<file path="src/rtl/pc_unit_ras.sv">
// rtl/pc_unit_ras.sv - fetch-stage program counter with branch/jump/trap redirect and circular return-address stack
module pc_unit_ras #(
    parameter int                ADDR_W      = 32,
    parameter int                INSTR_BYTES = 4,
    parameter logic [ADDR_W-1:0] RESET_VALUE = 32'h0000_0000,
    parameter logic [ADDR_W-1:0] TRAP_VECTOR = 32'h0000_0010,
    parameter int                RAS_DEPTH   = 8,
    localparam int               WS          = $clog2(INSTR_BYTES),
    localparam int               PW          = $clog2(RAS_DEPTH),
    localparam int               CW          = PW + 1
) (
    input  logic                 clock,
    input  logic                 reset,
    input  logic                 stall,
    input  logic [2:0]           ps,
    input  logic [ADDR_W-WS-1:0] in,
    output logic [ADDR_W-1:0]    pc,
    output logic [CW-1:0]        ras_count,
    output logic                 ras_overflow,
    output logic                 ras_underflow
);

    typedef enum logic [2:0] {
        PS_HOLD = 3'b000,
        PS_INC  = 3'b001,
        PS_BR   = 3'b010,
        PS_JMP  = 3'b011,
        PS_CALL = 3'b100,
        PS_RET  = 3'b101,
        PS_TRAP = 3'b110,
        PS_RSVD = 3'b111
    } ps_t;

    logic [ADDR_W-1:0] ras_mem [RAS_DEPTH];
    logic [PW-1:0]     ras_ptr;

    logic [ADDR_W-1:0] npc;
    logic [ADDR_W-1:0] off;
    logic [ADDR_W-1:0] abs_addr;
    logic [ADDR_W-1:0] ras_top;
    logic [PW-1:0]     ptr_dec;
    logic              ras_full;
    logic              ras_empty;

    logic [ADDR_W-1:0] pc_nxt;
    logic [PW-1:0]     ptr_nxt;
    logic [CW-1:0]     count_nxt;
    logic              push;
    logic              overflow_nxt;
    logic              underflow_nxt;

    // Candidate targets: sequential, signed word offset, absolute word address, stack top
    always_comb begin
        npc       = pc + ADDR_W'(INSTR_BYTES);
        off       = ADDR_W'($signed(in)) << WS;
        abs_addr  = ADDR_W'(in) << WS;
        ptr_dec   = ras_ptr - 1'b1;
        ras_top   = ras_mem[ptr_dec];
        ras_full  = (ras_count == CW'(RAS_DEPTH));
        ras_empty = (ras_count == '0);
    end

    // Next-PC selection and stack bookkeeping; a stall leaves everything as is
    always_comb begin
        pc_nxt        = pc;
        ptr_nxt       = ras_ptr;
        count_nxt     = ras_count;
        push          = 1'b0;
        overflow_nxt  = 1'b0;
        underflow_nxt = 1'b0;
        if (!stall) begin
            case (ps_t'(ps))
                PS_INC:  pc_nxt = npc;
                PS_BR:   pc_nxt = npc + off;
                PS_JMP:  pc_nxt = abs_addr;
                PS_CALL: begin
                    pc_nxt  = npc + off;
                    push    = 1'b1;
                    ptr_nxt = ras_ptr + 1'b1;
                    // A full stack wraps onto its oldest entry rather than refusing the call
                    if (ras_full) begin
                        overflow_nxt = 1'b1;
                    end else begin
                        count_nxt = ras_count + 1'b1;
                    end
                end
                PS_RET: begin
                    // The top entry is only consumed when the stack holds something
                    if (!ras_empty) begin
                        pc_nxt    = ras_top;
                        ptr_nxt   = ptr_dec;
                        count_nxt = ras_count - 1'b1;
                    end else begin
                        pc_nxt        = TRAP_VECTOR;
                        underflow_nxt = 1'b1;
                    end
                end
                PS_TRAP: pc_nxt = TRAP_VECTOR;
                default: pc_nxt = pc;
            endcase
        end
    end

    // PC, stack pointer, occupancy and event pulses
    always_ff @(posedge clock) begin
        if (!reset) begin
            pc            <= RESET_VALUE;
            ras_ptr       <= '0;
            ras_count     <= '0;
            ras_overflow  <= 1'b0;
            ras_underflow <= 1'b0;
        end else begin
            pc            <= pc_nxt;
            ras_ptr       <= ptr_nxt;
            ras_count     <= count_nxt;
            ras_overflow  <= overflow_nxt;
            ras_underflow <= underflow_nxt;
        end
    end

    // Stack storage needs no reset; occupancy guards every read
    always_ff @(posedge clock) begin
        if (reset && push) begin
            ras_mem[ras_ptr] <= npc;
        end
    end

endmodule

</file>
<file path="config.mk">
export PLATFORM = sky130hd
export DESIGN_NAME = pc_unit_ras
export DESIGN_NICKNAME = d
export VERILOG_FILES = /design/src/rtl/pc_unit_ras.sv
export SDC_FILE = /design/constraint.sdc
export NUM_CORES = 1
export LEC_CHECK = 0
export CAP_MARGIN = 20
export CORE_AREA = 8 8 179 181
export CTS_CLUSTER_SIZE = 10
export DETAILED_ROUTE_END_ITERATION = 6
export DIE_AREA = 0 0 187 189
export HOLD_SLACK_MARGIN = 0.08
export PLACE_DENSITY = 0.67
export SETUP_SLACK_MARGIN = 0.1
export SLEW_MARGIN = 10
export SYNTH_ARGS = -nofsm -noshare
export SYNTH_HDL_FRONTEND = slang
export SYNTH_SLANG_ARGS = --single-unit
</file>
<file path="constraint.sdc">
create_clock -name clock -period 4 [get_ports clock]
set_input_delay 0.4 -clock clock [delete_from_list [all_inputs] [get_ports clock]]
set_output_delay 0.4 -clock clock [all_outputs]
set_load 0.005 [all_outputs]
</file>
## Yosys cells after proc, flatten, opt, wreduce, memory -nomap -nowiden

Memory sizes are Yosys's and may differ from the RTL's.
Index checks and enable logic that the tools add are counted.

| operators by class | value |
|---|---|
| equal/unequal tests | 9 |
| bitwise logic cells | 4 |
| reductions and logical operators | 10 |
| add/sub/neg operators | 6 |
| multiplexer cells | 13 |

Operators with widths:

| cell | count |
|---|---|
| one-hot mux 32 bit (5 select lines) | 1 |
| adder 32 x 3 -> 32 bit, second input constant | 1 |
| adder 32 bit | 1 |
| 2-to-1 mux 32 bit | 1 |
| == test 3 bit, second input constant | 3 |
| 2-to-1 mux 4 bit | 2 |
| one-hot mux 4 bit (2 select lines) | 1 |
| == test 3 x 2 -> 1 bit, second input constant | 2 |
| 2-to-1 mux 1 bit | 6 |
| one-hot mux 3 bit (2 select lines) | 1 |
| OR reduction 3 bit | 2 |
| nonzero test 5 bit | 1 |
| adder 4 x 1 -> 4 bit, second input constant | 1 |
| == test 4 bit, second input constant | 1 |
| zero test 4 bit | 1 |
| != test 2 bit, second input constant | 2 |
| NOT 1 bit | 4 |
| AND reduction 4 bit | 1 |
| subtractor 4 x 1 -> 4 bit, second input constant | 1 |
| adder 3 x 1 -> 3 bit, second input constant | 1 |
| == test 3 x 1 -> 1 bit, second input constant | 1 |
| 2-to-1 mux 3 bit | 1 |
| AND reduction 3 bit | 1 |
| subtractor 3 x 1 -> 3 bit, second input constant | 1 |
| 4 further kinds | 4 |

| storage, ports and cells | value |
|---|---|
| memories kept | 1 |
| word-level logic and storage cells | 48 |
| bits of input ports | 36 |
| register bits after elaboration | 41 |
| bits in writable memories | 256 |

Memories:

| memory | words | bits a word | rd ports | clocked after memory_dff | wr ports | RTL line | source |
|---|---|---|---|---|---|---|---|
| ras_mem | 8 | 32 | 1 | 0 | 1 | 34 | `logic [ADDR_W-1:0] ras_mem [RAS_DEPTH];` |

## Logic depth before layout (Yosys ltp)

| depth | value |
|---|---|
| depth in word-level cells | 6 |
| gate-level depth with buffers | 17 |
| mapped depth without buffers | 16 |

## Least setup slack after synthesis

No wires, ideal clock.

| timing | value |
|---|---|
| path kind | register to register |
| from | reg ras_ptr[0] |
| to | mem ras_mem[1][0] (enable) |
| setup time | 461 ps |
| period minus slack after synthesis | 3832 ps |
| arrival | 3371 ps |
| path slack | 168 ps |
| stages on the path, launching flop included | 6 |
| path through | dfxtp_1 > buf_4 > buf_4 > buf_4 > nand2_1 > nor3_1 |

RTL lines:

| item | RTL line | source |
|---|---|---|
| from (decl) | 35 | `logic [PW-1:0] ras_ptr;` |
| from (signal assigned) | 114 | `ras_ptr <= ptr_nxt;` |
| to (decl) | 34 |  |

Straight into the memory's write port.

## Worst setup path in the final report

| timing | value |
|---|---|
| from | reg pc[3] |
| to | reg pc[29] |

| between the ends | value |
|---|---|
| cells in the longest elaborated chain, start to end | 3 |

RTL lines:

| item | RTL line | source |
|---|---|---|
| from (decl) | 17 | `output logic [ADDR_W-1:0] pc,` |
| from (signal assigned) | 113 | `pc <= pc_nxt;` |
| adder 32 x 3 -> 32 bit | 54 | `npc = pc + ADDR_W'(INSTR_BYTES);` |
| via npc[26] | 37 | `logic [ADDR_W-1:0] npc;` |
| adder 32 bit | 74, 77 |  |
| one-hot mux 32 bit (5 select lines) | 72 | `case (ps_t'(ps))` |

The timed path passes the listed nets, and every way through them passes these cells.
A chain may end at the register's enable or synchronous reset.

==> run_results.csv <==
group,metric,value,unit
synthesis,synth.distinct_cells,79,
pwr,p_switching,1740,µW
sta,skew,17.2,ps
setup_path,critPathMaxFanout,5,
setup_path,worstSetupStartpointType,"register",
route,dr_total_vias,9580,
final_layout,final_area,17100,µm²
cts,path_clk_slew,60,ps
synthesis,yosysMostFrequentCell,"edfxtp_1",
global_routing,grt_pass1_vias,9674,
route,drt.antenna.violating_nets,0,
run_status,violations,"design-rule violations",
cts,insertion_delay,510,ps
route,drt_iter0_markers,808,
pwr,ir_drop,0.000472,V
placement,dp_cells,1522,
cts,cts_inserted_buffers,36,
global_routing,grt_pass1_wl,57.8,mm
sta,period_needed,3700,ps
sta,worst_slew_pin_slew,845,ps
flow_run,maxCapViolCount,0,
sta,slew_headroom,43.5,%
pwr,combPwrFrac,13.1,%
sta,rsz0062_at_grt,"true",
synthesis,synth_top_flop_cell,"edfxtp_1",
synthesis,synth_seq_cells,297,
cts,clock_sinks,297,
synthesis,synth.largest_area_cell,"edfxtp_1",
synthesis,synthTopCellsByCount,"edfxtp_1 (256), nand2_1 (90), a21oi_1 (75)",
pwr,internal-power,5600,µW
placement,hpwl,25.2,mm
placement,place_area,16000,µm²
global_routing,grtUsageTotal,21.2,%
cts,cts_tree,"done",
setup_path,critical_path_class,"reg2reg",
final_layout,diodes,0,
synthesis,synthCells,1041,
setup_path,crit_arrival,4100,ps
route,post_drt_via_cell_ratio,6.04,
pwr,p_per_area,429,nW/µm²
final_layout,syn_to_final_growth,19.2,%
synthesis,ys_seq_area_share,59.2,%
synthesis,yosys_warnings,0,
synthesis,async_reset_ff_share,0,%
final_layout,finalNetCount,1250,
floorplan,ios,74,
final_layout,drive_gt1_share,20.1,%
synthesis,synthTopCellsByArea,"edfxtp_1 (53%), mux4_2 (10%), dfxtp_1 (5.7%)",
placement,place_congestion,0.926,
floorplan,die_w,187,µm
run_status,outcome,"finished with violations",
pwr,p_seq_share,47.1,%
sta,hold_viol_final,0,
synthesis,syn-cell-area,14400,µm²
sta,fin_crit_sh,92.5,%
setup_path,cp-end-kind,"register",
global_routing,grt_overflow_total,0,
cts,cts_root_buf,"clkbuf_16",
route,drt-wirelength-per-cell,23.7,µm
floorplan,initial_core_util,49.2,%
cts,cts_buffer_depth,3,
synthesis,synth_area_per_cell,13.8,µm²
setup_path,cp.required,4400,ps
floorplan,core_area,29200,µm²
cts,cts_hold_buf,0,
route,drc_errors,1,
final_layout,layout.cells.non_filler,1586,
synthesis,netlist.area_leader.share,53.5,%
synthesis,syn-num-nets,1118,
floorplan,dieHeight,189,µm
pwr,clock_power_share,39.8,%
sta,fmax,0.270,GHz
cts,h-tree-depth,2,
sta,drv_slew,0,
floorplan,fp.dieArea,35300,µm²
global_routing,antenna_found_initial,0,
route,firstDrtPassIters,7,
floorplan,rows,63,
placement,portBuffers,73,
route,wl,37.5,mm
synthesis,synth-edff-count,256,
pwr,p_sw_share,23.7,%
pwr,p_leak,0.00602,µW
global_routing,grt_max_degree,43,
hold_path,min-delay-path-class,"reg2reg",
sta,finalSetupViolCount,0,
## power by group through the flow
stage / clock [µW] / combinational [µW] / sequential (µW)
detailed placement: 0 / 948 / 3520
global placement: 0 / 940 / 3520
global route: 3110 / 1050 / 3460
CTS: 2980 / 956 / 3460
finish: 2920 / 962 / 3460
floorplan: 0 / 592 / 3520
## through the flow
step	total power, µW	setup TNS [ps]	hold WS (ps)	setup WS (ps)	utilization [%]
2_1_floorplan	4110	0	507	168	-
3_3_place_gp	4460	0	519	162	54.8
3_5_place_dp	4470	-1.60	528	-1.60	54.8
4_1_cts	7400	0	541	215	58.4
5_1_grt	7620	0	577	56.0	58.6
6_report	7350	0	538	298	58.6
## final timing paths
path | endpoint | from | slack, ps | cells past startpoint
setup reg to reg | pc[29] | pc[3] | 300 | 13
hold / removal | pc[6] | pc[6] | 540 | 2
setup / recovery | pc[29] | pc[3] | 300 | 13
hold reg to reg | pc[6] | pc[6] | 540 | 2
## flip-flops by register name (all words and copies together) (netlist names)
signal,count
ras_underflow,1
ras_count,4
pc,32
ras_overflow,1
ras_ptr,3
ras_mem,256
## timing repair
item / CTS / global route
endpoints found under the setup margin: 1 / 3
pin swaps: 0 / 2
resized for setup: 2 / 4
setup buffers: 0 / 3
## worst max-delay path, cell delays in order, from the launching register on
cell and delay (ps):
dfxtp_1 380, ha_1 240, nand3_2 160, or4_4 640
nor3_2 310, xor2_1 300, ha_1 330, a21o_1 220
a21o_1 170, a21o_1 170, a211oi_1 290, xor2_1 190
o211a_1 150, nor2_1 40
## kinds of logic (layout without fill, tap and decap cells)
kind of cell	after synthesis	count (layout)	synth area share, %
DFF	297	297	59.2
adders and majority gates	42	42	3.74
muxes	83	83	11.3
AOI/OAI and AO/OA	229	229	10.4
xor gates and xnor gates	62	62	3.96
buffers and inverters	73	228	2.33
and+or+nand+nor	255	255	9.03
## placed cells by master (no fill, tap or decap), types with 19 or more instances in the layout
cell	synthesis	routed
mux2i_1	19	19
a21oi_1	75	74
clkdlybuf4s50_1	0	73
xnor2_1	35	32
xor2_1	25	22
edfxtp_1	256	256
mux4_2	64	64
nor2_1	51	44
ha_1	39	38
nand3_1	22	22
nand2_1	90	90
dfxtp_1	41	40
buf_4	8	75
clkbuf_1	30	22
clkbuf_16	0	37
o21ai_0	49	49
## cell type report
| cell class | instances | area, µm² |
|---|---|---|
| tap | 390 | 488 |
| fill | 2313 | 12100 |
| sequential | 297 | 8510 |
| clock buffer | 59 | 1010 |
| multi-input combinational | 671 | 5680 |
| clock inverter | 2 | 33.8 |
| inverter | 16 | 62.6 |
| timing repair buffer | 151 | 1350 |
## routing by layer
| layer | wire (µm) | GRT usage, % |
|---|---|---|
| met2 | 18000 | 34.4 |
| met4 | 984 | 6.96 |
| met3 | 2390 | 3.57 |
| met1 | 16200 | 28.7 |
| met5 | 0 | 0 |
No activity file was read; power rests on OpenSTA's default activity.
